File: src/rtl/bpm_pkg.sv
// Shared types, widths and default constants for the BPM window sequencer.
package bpm_pkg;

  typedef enum logic [1:0] {
    ST_IDLE  = 2'd0,
    ST_ARM   = 2'd1,
    ST_COUNT = 2'd2
  } state_e;

  localparam int COUNT_W = 8;
  localparam logic [COUNT_W-1:0] COUNT_MAX = 8'd255;

  localparam int DEF_TICKS_PER_SEC = 50_000_000;
  localparam int DEF_WINDOW_SEC    = 10;
  localparam int DEF_ALARM_WINDOWS = 3;

  // Bits needed to hold the values 0..n-1, never less than one bit.
  function automatic int cntWidth(input int n);
    if (n <= 2) return 1;
    return $clog2(n);
  endfunction

  localparam int DEF_PRESC_W = cntWidth(DEF_TICKS_PER_SEC);
  localparam int DEF_SEC_W   = cntWidth(DEF_WINDOW_SEC);
  localparam int DEF_ABN_W   = cntWidth(DEF_ALARM_WINDOWS + 1);

endpackage

File: src/rtl/pulse_sync_edge.sv
// Two-flop synchroniser for the raw heartbeat input followed by a rising-edge detector.
module pulse_sync_edge (
  input  logic clk,
  input  logic reset,
  input  logic async_in,
  output logic level_sync,
  output logic rise_pulse
);

  logic meta_q;
  logic sync_q;
  logic prev_q;

  // Shift the asynchronous input through the synchroniser and keep one delayed copy for edge detection.
  always_ff @(posedge clk) begin
    if (reset) begin
      meta_q <= 1'b0;
      sync_q <= 1'b0;
      prev_q <= 1'b0;
    end else begin
      meta_q <= async_in;
      sync_q <= meta_q;
      prev_q <= sync_q;
    end
  end

  assign level_sync = sync_q;
  assign rise_pulse = sync_q & ~prev_q;

endmodule

File: src/rtl/bpm_window_ctrl.sv
// Heartbeat window sequencer: counts pulse edges over a fixed window, publishes the
// frozen count to the BPM monitor and raises an alarm after repeated abnormal windows.
module bpm_window_ctrl
  import bpm_pkg::*;
#(
  parameter int TICKS_PER_SEC = DEF_TICKS_PER_SEC,
  parameter int WINDOW_SEC    = DEF_WINDOW_SEC,
  parameter int ALARM_WINDOWS = DEF_ALARM_WINDOWS
) (
  input  logic               clk,
  input  logic               reset,
  input  logic               enable,
  input  logic               pulse_in,
  input  logic               bpm_state,
  output logic [COUNT_W-1:0] pulse_count,
  output logic               count_valid,
  output logic               alarm,
  output logic               busy
);

  localparam int PRESC_W = cntWidth(TICKS_PER_SEC);
  localparam int SEC_W   = cntWidth(WINDOW_SEC);
  localparam int ABN_W   = cntWidth(ALARM_WINDOWS + 1);

  localparam logic [PRESC_W-1:0] PRESC_LAST = PRESC_W'(TICKS_PER_SEC - 1);
  localparam logic [SEC_W-1:0]   SEC_LAST   = SEC_W'(WINDOW_SEC - 1);
  localparam logic [ABN_W-1:0]   ABN_LAST   = ABN_W'(ALARM_WINDOWS);

  state_e state_q, state_d;

  logic [PRESC_W-1:0] presc_q, presc_d;
  logic [SEC_W-1:0]   sec_q, sec_d;
  logic [COUNT_W-1:0] runCnt_q, runCnt_d;
  logic [COUNT_W-1:0] pulseCnt_q, pulseCnt_d;
  logic               countValid_q, countValid_d;
  logic [ABN_W-1:0]   abnRun_q, abnRun_d;
  logic               alarm_q, alarm_d;
  logic               busy_q;

  logic               levelSync;
  logic               risePulse;
  logic               windowEnd;
  logic [COUNT_W-1:0] runPlus;

  pulse_sync_edge u_sync (
    .clk        (clk),
    .reset      (reset),
    .async_in   (pulse_in),
    .level_sync (levelSync),
    .rise_pulse (risePulse)
  );

  // Next-state logic: ARM holds off until the synchronised pulse is low so a pulse
  // already in progress at enable is never counted; dropping enable always returns to IDLE.
  always_comb begin
    state_d = state_q;
    case (state_q)
      ST_IDLE: begin
        if (enable) state_d = ST_ARM;
      end
      ST_ARM: begin
        if (!enable)        state_d = ST_IDLE;
        else if (!levelSync) state_d = ST_COUNT;
      end
      ST_COUNT: begin
        if (!enable) state_d = ST_IDLE;
      end
      default: state_d = ST_IDLE;
    endcase
  end

  // Window timing and edge counting; an edge arriving in the window-end cycle belongs
  // to the ending window, and the next window starts immediately with no dead cycle.
  always_comb begin
    presc_d      = '0;
    sec_d        = '0;
    runCnt_d     = '0;
    pulseCnt_d   = pulseCnt_q;
    countValid_d = 1'b0;
    windowEnd    = (state_q == ST_COUNT) && enable &&
                   (presc_q == PRESC_LAST) && (sec_q == SEC_LAST);
    runPlus      = (risePulse && (runCnt_q != COUNT_MAX)) ? runCnt_q + COUNT_W'(1) : runCnt_q;
    if ((state_q == ST_COUNT) && enable) begin
      if (presc_q == PRESC_LAST) begin
        presc_d = '0;
        sec_d   = (sec_q == SEC_LAST) ? '0 : sec_q + SEC_W'(1);
      end else begin
        presc_d = presc_q + PRESC_W'(1);
        sec_d   = sec_q;
      end
      if (windowEnd) begin
        pulseCnt_d   = runPlus;
        countValid_d = 1'b1;
        runCnt_d     = '0;
      end else begin
        runCnt_d = runPlus;
      end
    end
  end

  // Abnormal-window run length, sampled only while the fresh count is being presented.
  always_comb begin
    abnRun_d = abnRun_q;
    if (state_d == ST_IDLE) begin
      abnRun_d = '0;
    end else if (countValid_q) begin
      if (!bpm_state)              abnRun_d = '0;
      else if (abnRun_q != ABN_LAST) abnRun_d = abnRun_q + ABN_W'(1);
    end
    alarm_d = (abnRun_d == ABN_LAST);
  end

  // State and datapath registers with synchronous reset taking priority over everything.
  always_ff @(posedge clk) begin
    if (reset) begin
      state_q      <= ST_IDLE;
      presc_q      <= '0;
      sec_q        <= '0;
      runCnt_q     <= '0;
      pulseCnt_q   <= '0;
      countValid_q <= 1'b0;
      abnRun_q     <= '0;
      alarm_q      <= 1'b0;
      busy_q       <= 1'b0;
    end else begin
      state_q      <= state_d;
      presc_q      <= presc_d;
      sec_q        <= sec_d;
      runCnt_q     <= runCnt_d;
      pulseCnt_q   <= pulseCnt_d;
      countValid_q <= countValid_d;
      abnRun_q     <= abnRun_d;
      alarm_q      <= alarm_d;
      busy_q       <= (state_d != ST_IDLE);
    end
  end

  assign pulse_count = pulseCnt_q;
  assign count_valid = countValid_q;
  assign alarm       = alarm_q;
  assign busy        = busy_q;

endmodule

File: config.mk
export PLATFORM = sky130hd
export DESIGN_NAME = bpm_window_ctrl
export DESIGN_NICKNAME = d
export VERILOG_FILES = /design/src/rtl/bpm_pkg.sv /design/src/rtl/pulse_sync_edge.sv /design/src/rtl/bpm_window_ctrl.sv
export SDC_FILE = /design/constraint.sdc
export NUM_CORES = 1
export LEC_CHECK = 0
export CAP_MARGIN = 20
export CORE_AREA = 2 2 99 63
export CTS_BUF_LIST = sky130_fd_sc_hd__clkbuf_8
export DETAILED_ROUTE_END_ITERATION = 8
export DIE_AREA = 0 0 101 65
export GPL_TIMING_DRIVEN = 0
export MAX_ROUTING_LAYER = met4
export PLACE_DENSITY_LB_ADDON = 0.05
export SETUP_SLACK_MARGIN = 0.05
export SLEW_MARGIN = 25
export SYNTH_ARGS = -nofsm -noshare
export SYNTH_HDL_FRONTEND = slang
export SYNTH_HIERARCHICAL = 1
export SYNTH_SLANG_ARGS = --single-unit
File: constraint.sdc
create_clock -name clk -period 2.9 [get_ports clk]
set_clock_uncertainty 0.05 [all_clocks]
set_input_delay 0.58 -clock clk [delete_from_list [all_inputs] [get_ports clk]]
set_output_delay 0.58 -clock clk [all_outputs]
set_load 0.02 [all_outputs]
==> results.py <==
metrics = {
    "status": {
        "status": "completed",
    },
    "sta": {
        "slew_headroom_pct": 49.68,
        "layout_min_cycle_time_ps": 2536,
        "setup_violations": 0,
        "slew_violations": 0,
        "finalCritPeriodShare_pct": 87.45,
        "finalSetupTns_ps": 0,
        "rsz0062_at_grt": "no",
        "finalHoldViolations": 0,
        "fmax_mhz": 394.3,
        "worstMarginPinSlew_ps": 744.3,
        "holdWs_ps": 396.8,
    },
    "global_route": {
        "grt-ovfl-total": 0,
        "grt_pass1_wl_um": 8949,
        "antenna_found_initial": 0,
        "grt.total_usage_pct": 17.82,
        "grt_max_degree": 16,
        "grt_pass1_vias": 1772,
    },
    "floorplanning": {
        "die_w_um": 101,
        "core_sq_um": 5781,
        "initial_core_util_pct": 42.68,
        "dieHeight_um": 65,
        "row_count": 22,
        "die_area_sq_um": 6565,
        "pin_count": 16,
    },
    "power_and_ir_drop": {
        "p_int_uw": 945.3,
        "switching_share_pct": 21.43,
        "pwr-share-comb_pct": 2.0,
        "p_sw_uw": 257.9,
        "powerDensity_nw_per_um2": 432.0,
        "clkPwrFrac_pct": 33.6,
        "power_frac_seq_pct": 64.4,
        "ir_worst_vdd_v": 0.0001885,
        "leakage_nw": 0.8465,
    },
    "synthesis": {
        "syn_nets": 279,
        "synth_warnings": 6,
        "synth.avg_cell_area_sq_um": 9.071,
        "syn_inst": 272,
        "synth_cell_types": 41,
        "ys_seq_area_share_pct": 45.44,
        "ys_ff_latch": 56,
        "synth_area_sq_um": 2467,
    },
    "setup_path": {
        "reg2reg_from": "presc_q[9]$_SDFF_PP0_",
        "worstSetupPathType": "in -> reg",
        "worstSetupEndpoint": "presc_q[14]$_SDFF_PP0_",
        "cp.required_ps": 3030,
        "crit_start": "reset",
        "crit_fanout": 10,
        "end_kind": "flip-flop",
        "reg2reg_slack_ps": 540,
        "r2r-end": "presc_q[14]$_SDFF_PP0_",
        "arrival_ps": 2670,
        "rr_worst_depth": 5,
        "cp-start-kind": "input port",
    },
    "final_layout": {
        "syn2layout_area_growth_pct": 12.88,
        "final_cell_mix": "dfxtp_1, a21oi_1, nor2_1, clkdlybuf4s50_1, nand3_1",
        "final_nets": 301,
        "layout-drive-gt1-share_pct": 4.082,
        "final_common_cell": "dfxtp_1",
        "diodes": 0,
    },
    "clock_tree": {
        "clockRootBuffer": "clkbuf_8",
        "clock-sinks": 56,
        "post_cts_buffers": 0,
        "cts_resized": 0,
        "cts_hold_repair.buffers": 0,
        "cts_made_buffers": 5,
        "clk_pin_slew_ps": 100,
        "cts_tree": "built",
        "cts_buffer_depth": 2,
        "clk_latency_ps": 300,
        "h-tree-depth": 2,
    },
    "job": {
        "cap_violations": 0,
    },
    "placed_design": {
        "port_buffers": 15,
        "place.gp.congestion": 0.8262,
        "hpwlAfterDp_um": 3875,
    },
    "min_path": {
        "hold_path.class": "reg -> reg",
    },
    "detailed_routing": {
        "drtIter0Drc": 140,
        "detail-route-antenna-nets": 0,
        "via_per_inst": 5.552,
        "drt-total-wl_um": 5241,
        "wl_per_cell_um": 14.32,
        "drt_pass1_iterations": 4,
        "vias": 2032,
        "drc_errors": 0,
    },
}
==> cells in the mapped netlist (all sizes together) <==
library cell | instances | area (sq um)
nor4 | 2 | 12.51
nand4bb | 1 | 11.26
nand4 | 12 | 81.33
nor2 | 15 | 56.30
a21o | 3 | 22.52
clkbuf | 9 | 33.78
nand3 | 14 | 70.07
nor3 | 13 | 70.07
a31oi | 1 | 6.260
xor2 | 9 | 78.83
ha | 2 | 25.02
a41oi | 3 | 26.28
xnor2 | 5 | 43.79
o2111ai | 1 | 8.760
and2 | 1 | 6.260
nand2b | 4 | 25.02
o21ai | 13 | 65.06
a211oi | 4 | 30.03
or4 | 8 | 63.81
or3 | 10 | 67.56
o31ai | 12 | 90.09
nor4b | 2 | 17.52
nor2b | 7 | 46.30
nand3b | 2 | 15.01
inv | 8 | 30.03
o311ai | 5 | 43.79
a21oi | 19 | 95.09
nand2 | 12 | 45.04
and4 | 5 | 43.79
mux2i | 4 | 40.04
and3b | 1 | 8.760
o211ai | 1 | 7.510
nor4bb | 1 | 10.01
buf | 1 | 11.26
dfxtp | 56 | 1121
and3 | 6 | 37.54
==> metrics by stage <==
stage | utilization (%) | area, sq um | setup slack [ps] | instances | power (mW)
floorplan | - | 2467 | 860.1 | 272 | 0.8049
global placement | 46.84 | 2708 | 1.322 | 359 | 0.8165
detailed placement | 46.84 | 2708 | 23.71 | 359 | 0.8169
global route | 48.18 | 2785 | 83.76 | 366 | 1.250
finish | 48.18 | 2785 | 364.0 | 366 | 1.203
CTS | 48.18 | 2785 | 348.6 | 366 | 1.216
==> flip-flops by register name (all words and copies together), names as in the netlist <==
signal / flops
presc_q: 26
pulse_count: 8
runCnt_q: 8
sec_q: 4
abnRun_q: 2
state_q: 2
alarm: 1
busy: 1
count_valid: 1
u_sync/level_sync: 1
u_sync/meta_q: 1
u_sync/prev_q: 1
==> worst min path at each step <==
stage / cells past startpoint / from / to
after floorplan: 1 / u_sync/meta_q$_SDFF_PP0_ / u_sync/level_sync$_SDFF_PP0_
after global placement: 1 / u_sync/meta_q$_SDFF_PP0_ / u_sync/level_sync$_SDFF_PP0_
after detailed placement: 1 / u_sync/meta_q$_SDFF_PP0_ / u_sync/level_sync$_SDFF_PP0_
after CTS: 1 / u_sync/meta_q$_SDFF_PP0_ / u_sync/level_sync$_SDFF_PP0_
after global routing: 1 / u_sync/meta_q$_SDFF_PP0_ / u_sync/level_sync$_SDFF_PP0_
final: 1 / u_sync/meta_q$_SDFF_PP0_ / u_sync/level_sync$_SDFF_PP0_
==> worst max-delay path, cell delays in order <==
cell and delay, ps:
clkdlybuf4s50_1 540, clkbuf_1 320, inv_1 190, nand2_1 250, a21o_1 260, clkbuf_1 420
nor2_1 100
==> final cells by class <==
| class | count | area, sq um |
|---|---|---|
| fill | 582 | 2995 |
| multi-input combinational | 198 | 1271 |
| sequential | 56 | 1121 |
| timing repair buffer | 15 | 150.1 |
| tap | 72 | 90.09 |
| clock buffer | 5 | 68.82 |
| buffer | 10 | 45.04 |
| inverter | 8 | 30.03 |
| clock inverter | 2 | 8.758 |
==> cell families after synthesis <==
group / count (synthesis) / synth area share (%)
AND/OR/NAND/NOR: 116 / 27.89
multiplexers: 4 / 1.623
adder cells (fa/ha/maj): 2 / 1.014
XOR/XNOR: 14 / 4.970
AO/OA/AOI/OAI: 62 / 16.02
buffers and inverters: 18 / 3.043
flip-flops: 56 / 45.44
==> per-layer routing <==
| metal | wire length (um) | global-route usage, % | vias to the layer above |
|---|---|---|---|
| li1 | - | - | 1069 |
| met4 | 19 | 3.885 | 0 |
| met1 | 3075 | 28.88 | 938 |
| met5 | 0 | - | - |
| met2 | 2018 | 21.75 | 23 |
| met3 | 128 | 3.668 | 2 |
==> power by group through the flow <==
stage	Combinational [mW]	Sequential, mW	Clock (mW)
2_1_floorplan	0.0120	0.793	0
3_3_place_gp	0.0239	0.793	0
3_5_place_dp	0.0241	0.793	0
4_1_cts	0.0242	0.775	0.416
5_1_grt	0.0266	0.776	0.448
6_report	0.0240	0.775	0.404
Power figures use the tool's default switching activity.
